===== config.mk =====
export PLATFORM = sky130hd
export DESIGN_NAME = rom_arbiter_flat
export DESIGN_NICKNAME = d
export VERILOG_FILES = /design/src/rtl/rom_arbiter_if.sv /design/src/rtl/rom_arbiter.sv /design/src/flat_wrapper.sv
export SDC_FILE = /design/constraint.sdc
export NUM_CORES = 1
export LEC_CHECK = 0
export CAP_MARGIN = 20
export CELL_PAD_IN_SITES_DETAIL_PLACEMENT = 1
export CELL_PAD_IN_SITES_GLOBAL_PLACEMENT = 1
export CORE_MARGIN = 2
export CORE_UTILIZATION = 28
export DETAILED_ROUTE_END_ITERATION = 7
export HOLD_SLACK_MARGIN = 0.1
export PLACE_DENSITY = 0.86
export RECOVER_POWER = 50
export SLEW_MARGIN = 20
export SYNTH_ARGS = -nofsm -noshare
export SYNTH_HDL_FRONTEND = slang
export SYNTH_SLANG_ARGS = --single-unit
export TNS_END_PERCENT = 20

===== constraint.sdc =====
create_clock -name clk -period 2.42 [get_ports clk]
set_input_delay 0.484 -clock clk [delete_from_list [all_inputs] [get_ports clk]]
set_output_delay 0.484 -clock clk [all_outputs]
set_load 0.05 [all_outputs]

===== src/rtl/rom_arbiter_if.sv =====
// Bus bundle between the two ROM requesters (fetch, load), the arbiter and the shared ROM.
// The slave modport is the arbiter's view; the master modport is the requesters'/ROM's view.
interface rom_arbiter_if;
    logic        if_req;
    logic [31:0] if_addr;
    logic        if_gnt;
    logic        if_rvalid;
    logic [31:0] if_rdata;
    logic        if_err;
    logic        ls_req;
    logic [31:0] ls_addr;
    logic        ls_gnt;
    logic        ls_rvalid;
    logic [31:0] ls_rdata;
    logic        ls_err;
    logic [31:0] rom_addr;
    logic [31:0] rom_data;

    modport slave (
        input  if_req, if_addr, ls_req, ls_addr, rom_data,
        output if_gnt, if_rvalid, if_rdata, if_err,
        output ls_gnt, ls_rvalid, ls_rdata, ls_err, rom_addr
    );

    modport master (
        output if_req, if_addr, ls_req, ls_addr, rom_data,
        input  if_gnt, if_rvalid, if_rdata, if_err,
        input  ls_gnt, ls_rvalid, ls_rdata, ls_err, rom_addr
    );
endinterface


===== src/rtl/rom_arbiter.sv =====
// Two-port arbiter in front of a combinational instruction ROM: load port has priority,
// but fetch is guaranteed a grant after LS_MAX consecutive load grants while it waits.
module rom_arbiter #(
    parameter int DEPTH_WORDS = 256,
    parameter int LS_MAX      = 3
) (
    input  logic          clk,
    input  logic          reset_n,
    rom_arbiter_if.slave  bus
);
    localparam int SW = ($clog2(LS_MAX + 1) < 2) ? 2 : $clog2(LS_MAX + 1);

    typedef enum logic [1:0] {IDLE, RESP_IF, RESP_LS} state_t;

    state_t         state_q, state_d;
    logic [SW-1:0]  ls_streak_q, ls_streak_d;
    logic [31:0]    rom_addr_q, rom_addr_d;
    logic [31:0]    if_rdata_q, if_rdata_d;
    logic [31:0]    ls_rdata_q, ls_rdata_d;
    logic           if_err_q, if_err_d;
    logic           ls_err_q, ls_err_d;
    logic           if_gnt, ls_gnt, addr_err;

    function automatic logic bad_addr(input logic [31:0] a);
        return (a[1:0] != 2'b00) || ({2'b00, a[31:2]} >= 32'(DEPTH_WORDS));
    endfunction

    always_comb begin
        state_d     = IDLE;
        ls_streak_d = ls_streak_q;
        rom_addr_d  = rom_addr_q;
        if_rdata_d  = if_rdata_q;
        ls_rdata_d  = ls_rdata_q;
        if_err_d    = 1'b0;
        ls_err_d    = 1'b0;

        // Grants are gated by reset so nothing is launched while reset is held.
        ls_gnt = reset_n && bus.ls_req && !(bus.if_req && ls_streak_q == SW'(LS_MAX));
        if_gnt = reset_n && bus.if_req && !ls_gnt;

        if (if_gnt)      rom_addr_d = bus.if_addr;
        else if (ls_gnt) rom_addr_d = bus.ls_addr;
        addr_err = bad_addr(rom_addr_d);

        if (if_gnt) begin
            state_d    = RESP_IF;
            if_err_d   = addr_err;
            if_rdata_d = addr_err ? 32'h0 : bus.rom_data;
        end else if (ls_gnt) begin
            state_d    = RESP_LS;
            ls_err_d   = addr_err;
            ls_rdata_d = addr_err ? 32'h0 : bus.rom_data;
        end

        if (!bus.if_req || if_gnt)
            ls_streak_d = '0;
        else if (ls_gnt && ls_streak_q < SW'(LS_MAX))
            ls_streak_d = ls_streak_q + SW'(1);
    end

    always_ff @(posedge clk or negedge reset_n) begin
        if (!reset_n) begin
            state_q     <= IDLE;
            ls_streak_q <= '0;
            rom_addr_q  <= '0;
            if_rdata_q  <= '0;
            ls_rdata_q  <= '0;
            if_err_q    <= 1'b0;
            ls_err_q    <= 1'b0;
        end else begin
            state_q     <= state_d;
            ls_streak_q <= ls_streak_d;
            rom_addr_q  <= rom_addr_d;
            if_rdata_q  <= if_rdata_d;
            ls_rdata_q  <= ls_rdata_d;
            if_err_q    <= if_err_d;
            ls_err_q    <= ls_err_d;
        end
    end

    // The response state doubles as the one-cycle rvalid for whichever port was granted.
    assign bus.if_gnt    = if_gnt;
    assign bus.ls_gnt    = ls_gnt;
    assign bus.rom_addr  = rom_addr_d;
    assign bus.if_rvalid = (state_q == RESP_IF);
    assign bus.ls_rvalid = (state_q == RESP_LS);
    assign bus.if_rdata  = if_rdata_q;
    assign bus.ls_rdata  = ls_rdata_q;
    assign bus.if_err    = if_err_q;
    assign bus.ls_err    = ls_err_q;
endmodule


===== src/flat_wrapper.sv =====
// flat-port wrapper written by rule: the top's interface ports become plain ports
module rom_arbiter_flat 
#(
    parameter int DEPTH_WORDS = 256,
    parameter int LS_MAX      = 3
)
  (clk, reset_n, bus_if_req, bus_if_addr, bus_ls_req, bus_ls_addr, bus_rom_data, bus_if_gnt, bus_if_rvalid, bus_if_rdata, bus_if_err, bus_ls_gnt, bus_ls_rvalid, bus_ls_rdata, bus_ls_err, bus_rom_addr);
  rom_arbiter_if bus_i ();
  input  logic clk;
  input  logic reset_n;
  input wire logic [$bits(bus_i.if_req)-1:0] bus_if_req;
  input wire logic [$bits(bus_i.if_addr)-1:0] bus_if_addr;
  input wire logic [$bits(bus_i.ls_req)-1:0] bus_ls_req;
  input wire logic [$bits(bus_i.ls_addr)-1:0] bus_ls_addr;
  input wire logic [$bits(bus_i.rom_data)-1:0] bus_rom_data;
  output wire logic [$bits(bus_i.if_gnt)-1:0] bus_if_gnt;
  output wire logic [$bits(bus_i.if_rvalid)-1:0] bus_if_rvalid;
  output wire logic [$bits(bus_i.if_rdata)-1:0] bus_if_rdata;
  output wire logic [$bits(bus_i.if_err)-1:0] bus_if_err;
  output wire logic [$bits(bus_i.ls_gnt)-1:0] bus_ls_gnt;
  output wire logic [$bits(bus_i.ls_rvalid)-1:0] bus_ls_rvalid;
  output wire logic [$bits(bus_i.ls_rdata)-1:0] bus_ls_rdata;
  output wire logic [$bits(bus_i.ls_err)-1:0] bus_ls_err;
  output wire logic [$bits(bus_i.rom_addr)-1:0] bus_rom_addr;
  assign bus_i.if_req = bus_if_req;
  assign bus_i.if_addr = bus_if_addr;
  assign bus_i.ls_req = bus_ls_req;
  assign bus_i.ls_addr = bus_ls_addr;
  assign bus_i.rom_data = bus_rom_data;
  assign bus_if_gnt = bus_i.if_gnt;
  assign bus_if_rvalid = bus_i.if_rvalid;
  assign bus_if_rdata = bus_i.if_rdata;
  assign bus_if_err = bus_i.if_err;
  assign bus_ls_gnt = bus_i.ls_gnt;
  assign bus_ls_rvalid = bus_i.ls_rvalid;
  assign bus_ls_rdata = bus_i.ls_rdata;
  assign bus_ls_err = bus_i.ls_err;
  assign bus_rom_addr = bus_i.rom_addr;
  rom_arbiter #(.DEPTH_WORDS(DEPTH_WORDS), .LS_MAX(LS_MAX)) u_core (.clk(clk), .reset_n(reset_n), .bus(bus_i));
endmodule

==> metrics.md <==
| Metric | Value |
|---|---|
| Crit path buf inv count | 4 |
| CP Cell Sequence | ha_4 -> a21boi_2 -> buf_6 -> nand2_8 -> buf_8 -> buf_12 -> nand2_1 -> a31oi_4 -> buf_12 |
| I/O pins | 202 |
| Hold Vio Cnt, Final | 0 |
| Placed Cells | roughly 900 |
| Worst path arrival time | roughly 2.2 ns |
| Clock Tree Root | clkbuf_16 |
| Chip Width | roughly 130 um |
| Worst-Margin Slew | just under 0.9 ns |
| Final worst-path cycle share | 111% |
| Via density | 5.07 |
| Area grow syn2layout | 98.3% |
| Fin area | 0.00936 mm^2 |
| Total number of yosys warnings | 0 |
| Starting DRT DRC Count | 208 |
| Sequential area share after synthesis | 54.1% |
| Largest family of logic cells by synthesized area | compound AO/OA/AOI/OAI gates |
| Num CTS Buffers | 9 |
| Lkg Pwr | 3.90 nW |
| Reg clk slew, reported paths | 0.07 ns |
| CTS tree | built |
| Number of global-route vias before repair | 5,594 |
| Syn Nets | 585 |
| Setup crit start kind | register |
| Synth Area in Simple Gates | 16.6% |
| Register bit count reported by yosys | between 100 and 150 |
| Area of the mapped netlist | 0.00472 mm^2 |
| CTS H-tree lvls | 3 |
| Crit path required time | 1.94 ns |
| Layout Nets | 843 |
| Post-layout worst setup margin | -0.267 ns |
| Post-route ant nets | 0 |
| Routed wire length | between 20 and 25 mm |
| Worst r2r src | u_core.ls_streak_q[0] |
| Initial Util | 28.6% |
| I/O Buffers | 201 |
| Compound-gate portion of the synthesized area | 22.5% |
| Initial antenna violation count | 1 |
| Share of layout cells above drive strength 1 | 36.8% |
| Synth Flop Type | dfrtp_1 |
| Wire per inst | 22.0 um |
| Overall Global Routing Usage | 21.9% |
| Core Rows | 47 |
| Synth Area in XOR/XNOR | 0% |
| Maximum clock path buffer count | 2 |
| Cell variety after synth | 33 |
| Worst Path Max Fanout | 13 |
| First-pass GRT wire length | 30.5 mm |
| Largest net degree at the start of global routing | 70 |
| Vias | 4,899 |
| Setup violations, final | between 90 and 100 |
| Post-layout total power | 4.95 mW |
| Gpl congestion | 0.831 |
| Worst path top cell family by delay | buffers and inverters |
| Post-synthesis mux area share | 0% |
| Worst-Skew Late Latency | 0.35 ns |
| Most frequent CP cell | buf_12 |
| Failing checks | negative setup slack |
| Ant. Diodes | 0 |
| TNS Setup | -16.18 ns |
| Gr ovfl total | 0 |
| Fmax | 372 MHz |
| Slew Limit Headroom | 40.5% |
| Status | finished with violations |
| TritonCTS Sinks | roughly 100 |
| Area share of fa/ha/maj cells after synthesis | less than 1% |
| RSZ-0062 raised after global routing | yes |
| Hold Crit Class | in -> async |
| Mean Syn Cell Area | 9.75 um^2 |
| Commonest cells after routing, fill and taps aside | clkdlybuf4s50_1 (164), dfrtp_1 (102), nand2_1 (90) |
| Die area | around 0.018 mm^2 |
| Max-slew violation count | 0 |
| Post-Synthesis Cells | 484 |
| Post-route DRC | 0 |
| Min cycle time layout | approximately 2.7 ns |
| First drt pass iteration count | 5 |
| Setup crit start | u_core.ls_streak_q[0] |
| Peak supply drop | roughly 0.32 mV |
| CP Class | reg -> out |
| Max stage delay on crit path | 0.44 ns |
| Maxcap violations | 0 |
| Finished Layout Cells | 967 |
| Commonest non-fill, non-tap cell in the layout | clkdlybuf4s50_1 |
| Core box area | 0.0165 mm^2 |
| Min Hold Slack | 0.223 ns |
| Clock Skews | 0.0113 ns |
| EDFF count, synth | 0 |
| Post-DP HPWL | 13.2 mm |
| Power Dens Cells | 529 mW/mm^2 |
| Die Y | 134 um |
| Crit-path slowest cell | dfrtp_1 |
| Dpl cell area | 0.00781 mm^2 |
| Worst setup EP type | output pin |
| Asr flop ratio synth | 100% |
power breakdown:
| part | total, mW | leakage (nW) | switching (mW) | internal, mW |
|---|---|---|---|---|
| Clock | 1.50 | 0.150 | 0.664 | 0.834 |
| Sequential | 1.85 | 1.35 | 0.0611 | 1.79 |
| Combinational | 1.61 | 2.40 | 0.848 | 0.763 |
routing by layer:
layer	share of wire [%]	GRT usage, %	up-vias
li1	-	-	2191
met1	37	24.3	2473
met2	54	40.2	191
met3	5.6	4.88	42
met4	2.8	8.87	2
met5	0.047	0	-
worst paths after layout:
path / end / slack [ns] / depth (start not counted)
max: bus_rom_addr[31] / -0.27 / 9
min: u_core.rom_addr_q[31] / 0.22 / 2
max reg2reg: u_core.bus.ls_rdata[14] / -0.21 / 11
min reg2reg: u_core.bus.ls_rdata[2] / 0.48 / 2
max in group asynchronous: u_core.bus.if_rdata[19] / 1.29 / 2
min in group clk: u_core.bus.ls_rdata[2] / 0.48 / 2
cell type report:
type / count / area [um^2]
multi-input cells: 309 / 2810
repair buffers: 283 / 3280
clock buffers: 11 / 243
clock inverters: 5 / 57.6
inverters: 37 / 146
fillers: 1702 / 7160
well taps: 220 / 275
flip-flops and latches: 102 / 2550
state kept, by name, summed over array words and instances (netlist names):
signal and cells:
u_core.bus.if_err 1, u_core.bus.if_rdata 32, u_core.bus.ls_err 1, u_core.bus.ls_rdata 32, u_core.ls_streak_q 2, u_core.rom_addr_q 32
u_core.state_q 2
metrics by stage:
step	worst slack (ns)	util, %
floorplan	-0.413	-
global placement	-0.528	47.2
detailed placement	-0.802	47.2
CTS	-0.162	53.5
global route	-0.316	56.7
finish	-0.267	56.7
repair_timing:
item | 4_1_cts | 5_1_grt
buffers inserted | 26 | 3
endpoints found under the hold margin | 4 | 0
pin swaps | 30 | 25
setup endpoints to repair | 100 | 100
gates resized for setup | 79 | 79
hold buffers | 1 | 0
gates cloned | 5 | 3
logic make-up after synthesis:
family / after synthesis
flip-flops: 102
adder cells (fa/ha/maj): 1
buffers and inverters: 73
AO/OA/AOI/OAI: 118
AND/OR/NAND/NOR: 190
synthesized netlist by cell type (all sizes together) (4+ instances only):
cell type | n | area, um^2
nand2 | 118 | 443
o31ai | 64 | 681
dfrtp | 102 | 2550
buf | 12 | 81.3
inv | 37 | 139
a31oi | 26 | 163
nor3 | 13 | 65.1
a21oi | 8 | 40.0
clkbuf | 24 | 90.1
o32ai | 4 | 57.6
nor2 | 37 | 139
a21boi | 5 | 37.5
nor4 | 7 | 43.8
Power figures use the tool's default switching activity.
